<file path="src/rtl/cs_result_fifo.sv">
// Result buffer behind the CS smoothing filter: skips the warm-up samples after reset,
// then queues one Y per clock in a first-word-fall-through FIFO with drop accounting.
module cs_result_fifo #(
  parameter int DW     = 10,
  parameter int DEPTH  = 16,
  parameter int AW     = 4,
  parameter int WARMUP = 9
) (
  input  logic          clk,
  input  logic          reset,
  input  logic [DW-1:0] Y,
  input  logic          flush,
  output logic [DW-1:0] out_data,
  output logic          out_valid,
  input  logic          out_ready,
  output logic [AW:0]   level,
  output logic          overflow,
  output logic [7:0]    drop_cnt
);

  localparam int CW = (WARMUP > 1) ? $clog2(WARMUP) : 1;

  typedef enum logic {WARM, RUN} state_t;

  state_t          state, state_next;
  logic [CW-1:0]   warm_cnt, warm_cnt_next;
  logic [DW-1:0]   mem [DEPTH];
  logic [AW-1:0]   wr_ptr, rd_ptr;
  logic            capture, push, pop, full, wr_en, drop;

  always_comb begin
    state_next    = state;
    warm_cnt_next = warm_cnt;
    capture       = 1'b0;
    case (state)
      WARM: begin
        if (WARMUP == 0) begin
          // No warm-up: the very first sample after reset is already valid.
          state_next = RUN;
          capture    = 1'b1;
        end else begin
          warm_cnt_next = warm_cnt + 1'b1;
          if (warm_cnt == CW'(WARMUP - 1))
            state_next = RUN;
        end
      end
      RUN:     capture = 1'b1;
      default: state_next = WARM;
    endcase
  end

  assign out_valid = (level != '0);
  assign full      = (level == (AW+1)'(DEPTH));
  assign pop       = out_valid & out_ready & ~flush;
  assign push      = capture & ~flush;
  // When full, a push only lands if the head leaves on the same edge.
  assign wr_en     = push & (~full | pop);
  assign drop      = push & full & ~pop;

  always_ff @(posedge clk or posedge reset) begin
    if (reset) begin
      state    <= WARM;
      warm_cnt <= '0;
      wr_ptr   <= '0;
      rd_ptr   <= '0;
      level    <= '0;
      overflow <= 1'b0;
      drop_cnt <= '0;
    end else begin
      state    <= state_next;
      warm_cnt <= warm_cnt_next;
      if (flush) begin
        rd_ptr <= wr_ptr;
        level  <= '0;
      end else begin
        if (wr_en) wr_ptr <= wr_ptr + 1'b1;
        if (pop)   rd_ptr <= rd_ptr + 1'b1;
        if (wr_en & ~pop)
          level <= level + 1'b1;
        else if (pop & ~wr_en)
          level <= level - 1'b1;
      end
      if (drop) begin
        overflow <= 1'b1;
        if (drop_cnt != 8'hFF)
          drop_cnt <= drop_cnt + 1'b1;
      end
    end
  end

  // Storage carries no reset so it maps onto plain RAM; contents are qualified by level.
  always_ff @(posedge clk) begin
    if (wr_en)
      mem[wr_ptr] <= Y;
  end

  assign out_data = mem[rd_ptr];

endmodule
</file>
<file path="config.mk">
export PLATFORM = sky130hd
export DESIGN_NAME = cs_result_fifo
export DESIGN_NICKNAME = d
export VERILOG_FILES = /design/src/rtl/cs_result_fifo.sv
export SDC_FILE = /design/constraint.sdc
export NUM_CORES = 1
export LEC_CHECK = 0
export ABC_AREA = 1
export BUFFER_PORTS_ARGS = -buffer_cell sky130_fd_sc_hd__buf_2
export CORE_MARGIN = 5
export CORE_UTILIZATION = 40
export DETAILED_ROUTE_END_ITERATION = 10
export GPL_TIMING_DRIVEN = 0
export PLACE_DENSITY = 0.63
export SLEW_MARGIN = 15
export SYNTH_ARGS = -nofsm -noshare
export SYNTH_HDL_FRONTEND = slang
export SYNTH_SLANG_ARGS = --single-unit
export TNS_END_PERCENT = 5
</file>
<file path="constraint.sdc">
create_clock -name clk -period 2.8 [get_ports clk]
set_clock_uncertainty 0.2 [all_clocks]
set_input_delay 0.14 -clock clk [delete_from_list [all_inputs] [get_ports clk]]
set_output_delay 0.14 -clock clk [all_outputs]
set_load 0.02 [all_outputs]
</file>
==> impl_metrics.yaml, run 1 <==
outcome:
  outcome: "finished clean"
sta:
  finalSetupViolCount: 0
  period_minus_slack_ps: 2700
  fmaxAchievable_ghz: 0.370
  layout_worst_path_cycle_share_pct: 96.6
  rsz0062_at_grt: "no"
  worst-slew-pin-transition_ps: 987
  maxSlewViolCount: 0
  whs_ps: 141
  hold_viol: 0
  relSlewSlack_pct: 33.8
  fin_setup_tns_ps: 0
logic_synthesis:
  async_flop_share_pct: 14.4
  post_synth_most_frequent_cells: "sky130_fd_sc_hd__edfxtp_1, sky130_fd_sc_hd__o21ai_0, sky130_fd_sc_hd__nor2_1"
  synthCells: 640
  yosys.cell_count.top_type: "sky130_fd_sc_hd__edfxtp_1"
  netlist_top_cells_area: "sky130_fd_sc_hd__edfxtp_1, sky130_fd_sc_hd__dfrtp_1, sky130_fd_sc_hd__o21ai_0"
  ys_ff_latch: 187
  yosys.area.top_type: "sky130_fd_sc_hd__edfxtp_1"
  synthDistinctLibCells: 33
  synth-edff-count: 160
  post_synth.cell_area_avg_um2: 12.3
  postSynthNetCount: 667
  synth.top_cell.area_share_pct: 60.9
  synth_area_um2: 7890
  synthFlopType: "sky130_fd_sc_hd__edfxtp_1"
  synth-seq-area-share_pct: 69.5
  yosys_warnings: 0
placement:
  port-buffer-count: 38
  final_weighted_congestion_in_routability_driven_placement: 0.882
  detailed_place_hpwl_mm: 14.1
worst_setup_path:
  setup.reg_to_reg.worst_slack_ps: 280
  cell_class_contributing_the_biggest_share_of_worst_path_delay: "buffers and inverters"
  timing.critical_path.cells: "buf_2 > clkinv_2 > clkbuf_2 > o21ai_0 > o221ai_1 > nand3_1 > nand2_1 > buf_2"
  start_kind: "register"
  crit_top_cell: "sky130_fd_sc_hd__buf_2"
  setup.worst_path.end_class: "output port"
  worstPathBufferInverterCount: 4
  slowest_stage: "sky130_fd_sc_hd__dfrtp_1"
  criticalPathCategory: "reg2out"
  cp_max_fo: 10
  critPathMaxStageDelay_ps: 380
  timing.critical_path.arrival_ps: 2360
  worst-endpoint-required_ps: 2460
final_layout:
  final_net_count: 753
  diodes: 0
  area_growth_pct: 18.7
  drive_gt1_share_pct: 18.9
global_route:
  maximum_number_of_pins_on_one_net_before_global_route_repair: 28
  wire_length_of_the_first_global_routing_pass_mm: 31.7
  total_routing_usage_gr_pct: 19.1
  overflow: 0
  number_of_antenna_violations_at_the_first_check_in_global_routing: 0
  first_global_vias: 5650
pwr:
  cellPowerDensity_nw_per_um2: 1020
  power.static_leakage_uw: 0.00342
  vdd_ir_drop_max_mv: 0.573
die:
  rows: 51
  floorplan.initialDensity_pct: 40.5
  die_height_um: 150
  top_level_ports: 39
  die_x_extent_um: 150
  floorplan.die_area_um2: 22600
  floorplan.core_area_um2: 19500
drt:
  vias_per_cell: 5.52
  final_antenna_net_count: 0
  drcViolationCount: 0
  detail_route.wirelength_mm: 20.5
  dr.first_iter.drc_count: 470
  routed_wire_length_per_instance_um: 20.4
  drt-pass1-iter-count: 4
  vias: 5539
clock_network:
  htree_num_levels: 4
  root_buffer: "sky130_fd_sc_hd__clkbuf_16"
  path_clk_slew_ps: 70
  cts_buffer_depth: 2
  tritoncts: "done"
  clk-insertion-delay-late_ps: 440
  clkSinkCount: 187
  cts_buffers: 17
job:
  cap_violations: 0
hold_path:
  worstHoldPathType: "in2async"
==> layer usage <==
| metal | GRT usage, % | part of all wire (%) | up-vias |
|---|---|---|---|
| li1 | - | - | 2505 |
| met1 | 24.7 | 40 | 2718 |
| met2 | 30.6 | 48 | 277 |
| met3 | 4.46 | 8.6 | 39 |
| met4 | 8.51 | 2.9 | 0 |
| met5 | 0 | 0 | - |
==> logic make-up after synthesis <==
family / after synthesis / synth area share (%)
simple gates: 213 / 11.7
flops: 187 / 69.5
compound gates: 143 / 11.0
buf+inv: 68 / 3.90
xor+xnor: 16 / 1.78
fa+ha+maj: 13 / 2.16
==> report_power, final <==
group | switching [uW] | leakage [uW] | total, uW | internal (uW)
registers | 192 | 0.00178 | 3550 | 3360
logic | 2500 | 0.00134 | 3580 | 1080
clock network | 1090 | 0.000294 | 2440 | 1350
total | 3780 | 0.00342 | 9570 | 5790
==> cell usage in the layout (no fill, tap or decap), types with 16 or more instances in the layout <==
master,n
sky130_fd_sc_hd__nor3_2,16
sky130_fd_sc_hd__o21ai_0,87
sky130_fd_sc_hd__edfxtp_1,160
sky130_fd_sc_hd__clkbuf_16,17
sky130_fd_sc_hd__buf_4,21
sky130_fd_sc_hd__o221ai_1,32
sky130_fd_sc_hd__nand2_1,72
sky130_fd_sc_hd__inv_1,30
sky130_fd_sc_hd__nor2_1,85
sky130_fd_sc_hd__dfrtp_1,27
sky130_fd_sc_hd__nand3_1,23
sky130_fd_sc_hd__buf_2,47
==> worst reg2reg max path, delay by kind of cell (launching register included) <==
family,cells,cell delay (ps)
buf+inv,2,440
simple gates,6,1110
flops,1,500
==> through the flow <==
step	cells	worst slack, ps	utilization [%]	total power [uW]	instance area (um^2)
2_1_floorplan	640	216	-	5750	7890
6_report	1004	96.3	48.1	9570	9370
3_3_place_gp	943	-554	43.2	6930	8410
4_1_cts	1004	44.9	48.1	9580	9360
3_5_place_dp	959	236	44.3	7120	8620
5_1_grt	1004	12.9	48.1	10100	9370
==> flip-flops by register name, indices dropped and copies added, names as in the netlist <==
signal	flops
mem	160
drop_cnt	8
level	5
rd_ptr	4
warm_cnt	4
wr_ptr	4
overflow	1
state	1
==> final timing paths <==
kind,from,cells past startpoint,endpoint
min in group clk,overflow,1,overflow
worst min-delay path,reset,3,drop_cnt[0]
worst max register to register,level[0],8,mem[2][0]
max in group asynchronous,reset,3,warm_cnt[3]
worst max-delay path,rd_ptr[1],8,out_data[5]
worst min register to register,overflow,1,overflow
==> final cells by class <==
class,instances,area [um^2]
Fill cell,1701,10100
Sequential cell,187,5480
Multi-Input combinational cell,385,2180
Timing Repair Buffer,67,448
Clock buffer,17,425
Tap cell,265,332
Buffer,33,191
Clock inverter,15,178
Inverter,35,133
==> repair_timing <==
action                                  4_1_cts  5_1_grt
endpoints found under the hold margin       197        0
hold buffers                                 13        0
gates cloned                                  0        0
endpoints found under the setup margin       10        8
buffers inserted                              0        0
gates resized for setup                       4       16
(Power assumes the default switching activity.)
==> run 2: changes to the inputs <==
--- a/config.mk
+++ b/config.mk
@@ -6,12 +6,13 @@
 export NUM_CORES = 1
 export LEC_CHECK = 0
 export ABC_AREA = 1
-export BUFFER_PORTS_ARGS = -buffer_cell sky130_fd_sc_hd__buf_2
+export BUFFER_PORTS_ARGS = -buffer_cell sky130_fd_sc_hd__clkbuf_2
 export CORE_MARGIN = 5
 export CORE_UTILIZATION = 40
 export DETAILED_ROUTE_END_ITERATION = 10
 export GPL_TIMING_DRIVEN = 0
 export PLACE_DENSITY = 0.63
+export RECOVER_POWER = 25
 export SLEW_MARGIN = 15
 export SYNTH_ARGS = -nofsm -noshare
 export SYNTH_HDL_FRONTEND = slang
==> run 2 against run 1 <==
Worst hold slack improved by 11 ps. Cell area fell by 0.21%. Flip-flop and latch count unchanged. Combinational power is essentially flat. Sequential share of layout area is 0.13 points higher. Sequential power hardly changed. Register-to-register slack lost 50 ps.
==> impl_metrics.yaml, run 2 (synthesis gave the netlist of run 1 again) <==
drt:
  routed_wire_length_per_instance_um: 19.9
  vias: 5409
  final_antenna_net_count: 0
  detail_route.wirelength_mm: 20.0
  drcViolationCount: 0
  vias_per_cell: 5.39
  drt-pass1-iter-count: 5
  dr.first_iter.drc_count: 453
final_layout:
  layout_commonest_cell: "sky130_fd_sc_hd__edfxtp_1"
  area_growth_pct: 18.5
  layout.cells.most_common_list: "sky130_fd_sc_hd__edfxtp_1, sky130_fd_sc_hd__o21ai_0, sky130_fd_sc_hd__nor2_1"
  drive_gt1_share_pct: 17.7
  layout.area.seq_um2: 5480
  largest_reg_flops: 160
  filler_cell_count: 1697
  reg_top3: "mem: 160 flops, drop_cnt: 8 flops, level: 5 flops"
  top_register: "mem"
  layout.cell_area.non_filler_um2: 9350
  multiInputGateArea_um2: 2190
  final_net_count: 753
  diodes: 0
  finish.cell_count_without_fillers: 1004
sta:
  fin_setup_tns_ps: 0
  layout_worst_path_cycle_share_pct: 94.8
  period_minus_slack_ps: 2650
  fmaxAchievable_ghz: 0.377
  maxSlewViolCount: 0
  rsz0062_at_grt: "no"
  worst-slew-pin-transition_ps: 986
  relSlewSlack_pct: 33.9
  hold_viol: 0
  finalSetupViolCount: 0
outcome:
  outcome: "finished clean"
die:
  rows: 51
  die_height_um: 150
  floorplan.initialDensity_pct: 40.5
  floorplan.die_area_um2: 22600
  floorplan.core_area_um2: 19500
  die_x_extent_um: 150
  top_level_ports: 39
pwr:
  post-layout-total-power_uw: 9520
  power.static_leakage_uw: 0.00337
  cellPowerDensity_nw_per_um2: 1020
  vdd_ir_drop_max_mv: 0.625
clock_network:
  clkSinkCount: 187
  cts_buffer_depth: 2
  clk-insertion-delay-late_ps: 430
  htree_num_levels: 4
  tritoncts: "done"
  path_clk_slew_ps: 70
  cts_buffers: 17
  root_buffer: "sky130_fd_sc_hd__clkbuf_16"
placement:
  placedCellCount: 959
  detailed_place_hpwl_mm: 13.9
  placed_area_um2: 8620
  port-buffer-count: 38
  final_weighted_congestion_in_routability_driven_placement: 0.874
worst_setup_path:
  timing.critical_path.arrival_ps: 2310
  criticalPathCategory: "reg2out"
  start_kind: "register"
  worst-endpoint-required_ps: 2460
  setup.worst_path.end_class: "output port"
  cp_max_fo: 10
global_route:
  grt_util_met3_pct: 4.12
  first_global_vias: 5322
  maximum_number_of_pins_on_one_net_before_global_route_repair: 28
  wire_length_of_the_first_global_routing_pass_mm: 30.7
  globalRouteMet2Util_pct: 29.5
  total_routing_usage_gr_pct: 18.4
  gr-max-usage-layer: "met2"
  number_of_antenna_violations_at_the_first_check_in_global_routing: 0
  overflow: 0
  grt.met1_usage_pct: 24.7
job:
  cap_violations: 0
hold_path:
  worstHoldPathType: "in2async"
-- run 2: cell types whose count changed in the layout (fill, tap and decap cells not counted) --
| cell | delta |
|---|---|
| sky130_fd_sc_hd__clkinvlp_4 | +4 |
| sky130_fd_sc_hd__inv_8 | -2 |
| sky130_fd_sc_hd__o221ai_2 | +1 |
| sky130_fd_sc_hd__buf_2 | -38 |
| sky130_fd_sc_hd__clkinv_4 | -3 |
| sky130_fd_sc_hd__clkbuf_1 | +10 |
| sky130_fd_sc_hd__o221ai_1 | -1 |
| sky130_fd_sc_hd__clkbuf_2 | +29 |
-- run 2: worst max-delay path, stage by stage, from the launching register on --
cell and delay, ps:
sky130_fd_sc_hd__dfrtp_1 380, sky130_fd_sc_hd__buf_2 210, sky130_fd_sc_hd__clkinv_2 180, sky130_fd_sc_hd__clkbuf_2 270, sky130_fd_sc_hd__o21ai_0 150, sky130_fd_sc_hd__o221ai_1 260
sky130_fd_sc_hd__nand3_1 150, sky130_fd_sc_hd__nand2_1 110, sky130_fd_sc_hd__clkbuf_2 180
-- run 2: routing by layer --
metal	vias to the layer above	share of wire, %
met1	2632	42
met2	233	48
met5	-	0
li1	2506	-
met3	38	7.8
met4	0	2.6
-- run 2: where the power goes --
group / internal, uW / switching (uW) / total (uW)
Sequential: 3360 / 193 / 3550
Clock: 1330 / 1070 / 2410
Combinational: 1080 / 2490 / 3570
-- run 2: repair_timing --
item | CTS | global route
endpoints found under the setup margin | 10 | 5
setup buffers | 0 | 0
cloned | 0 | 0
resized for setup | 4 | 15
endpoints found under the hold margin | 192 | 0
pin swaps | 0 | 0
hold buffers | 13 | 0
-- run 2: area by class of cell --
cell class,instances,share of cell area [%]
Clock buffer,18,4.59
Timing Repair Buffer,67,4.68
Clock inverter,14,1.70
Inverter,35,1.42
Sequential cell,187,58.6
Buffer,33,2.03
Tap cell,265,3.55
Multi-Input combinational cell,385,23.4
-- run 2: through the flow --
stage / utilization, % / hold slack [ps] / setup WS, ps
4_1_cts: 48.0 / 281 / 63.1
6_report: 48.0 / 152 / 147
2_1_floorplan: - / -7.28 / 216
5_1_grt: 48.0 / 232 / 23.6
3_5_place_dp: 44.3 / 236 / 232
3_3_place_gp: 43.2 / 202 / -482
-- run 2: path summary, 6_finish.rpt --
path	start	to	slack [ps]	cells past startpoint
worst min register to register	overflow	overflow	280	1
min in group clk	overflow	overflow	280	1
max in group asynchronous	reset	warm_cnt[0]	1790	3
worst max-delay path	rd_ptr[1]	out_data[6]	150	8
worst max register to register	level[0]	mem[2][4]	230	8
worst min-delay path	reset	drop_cnt[1]	150	3
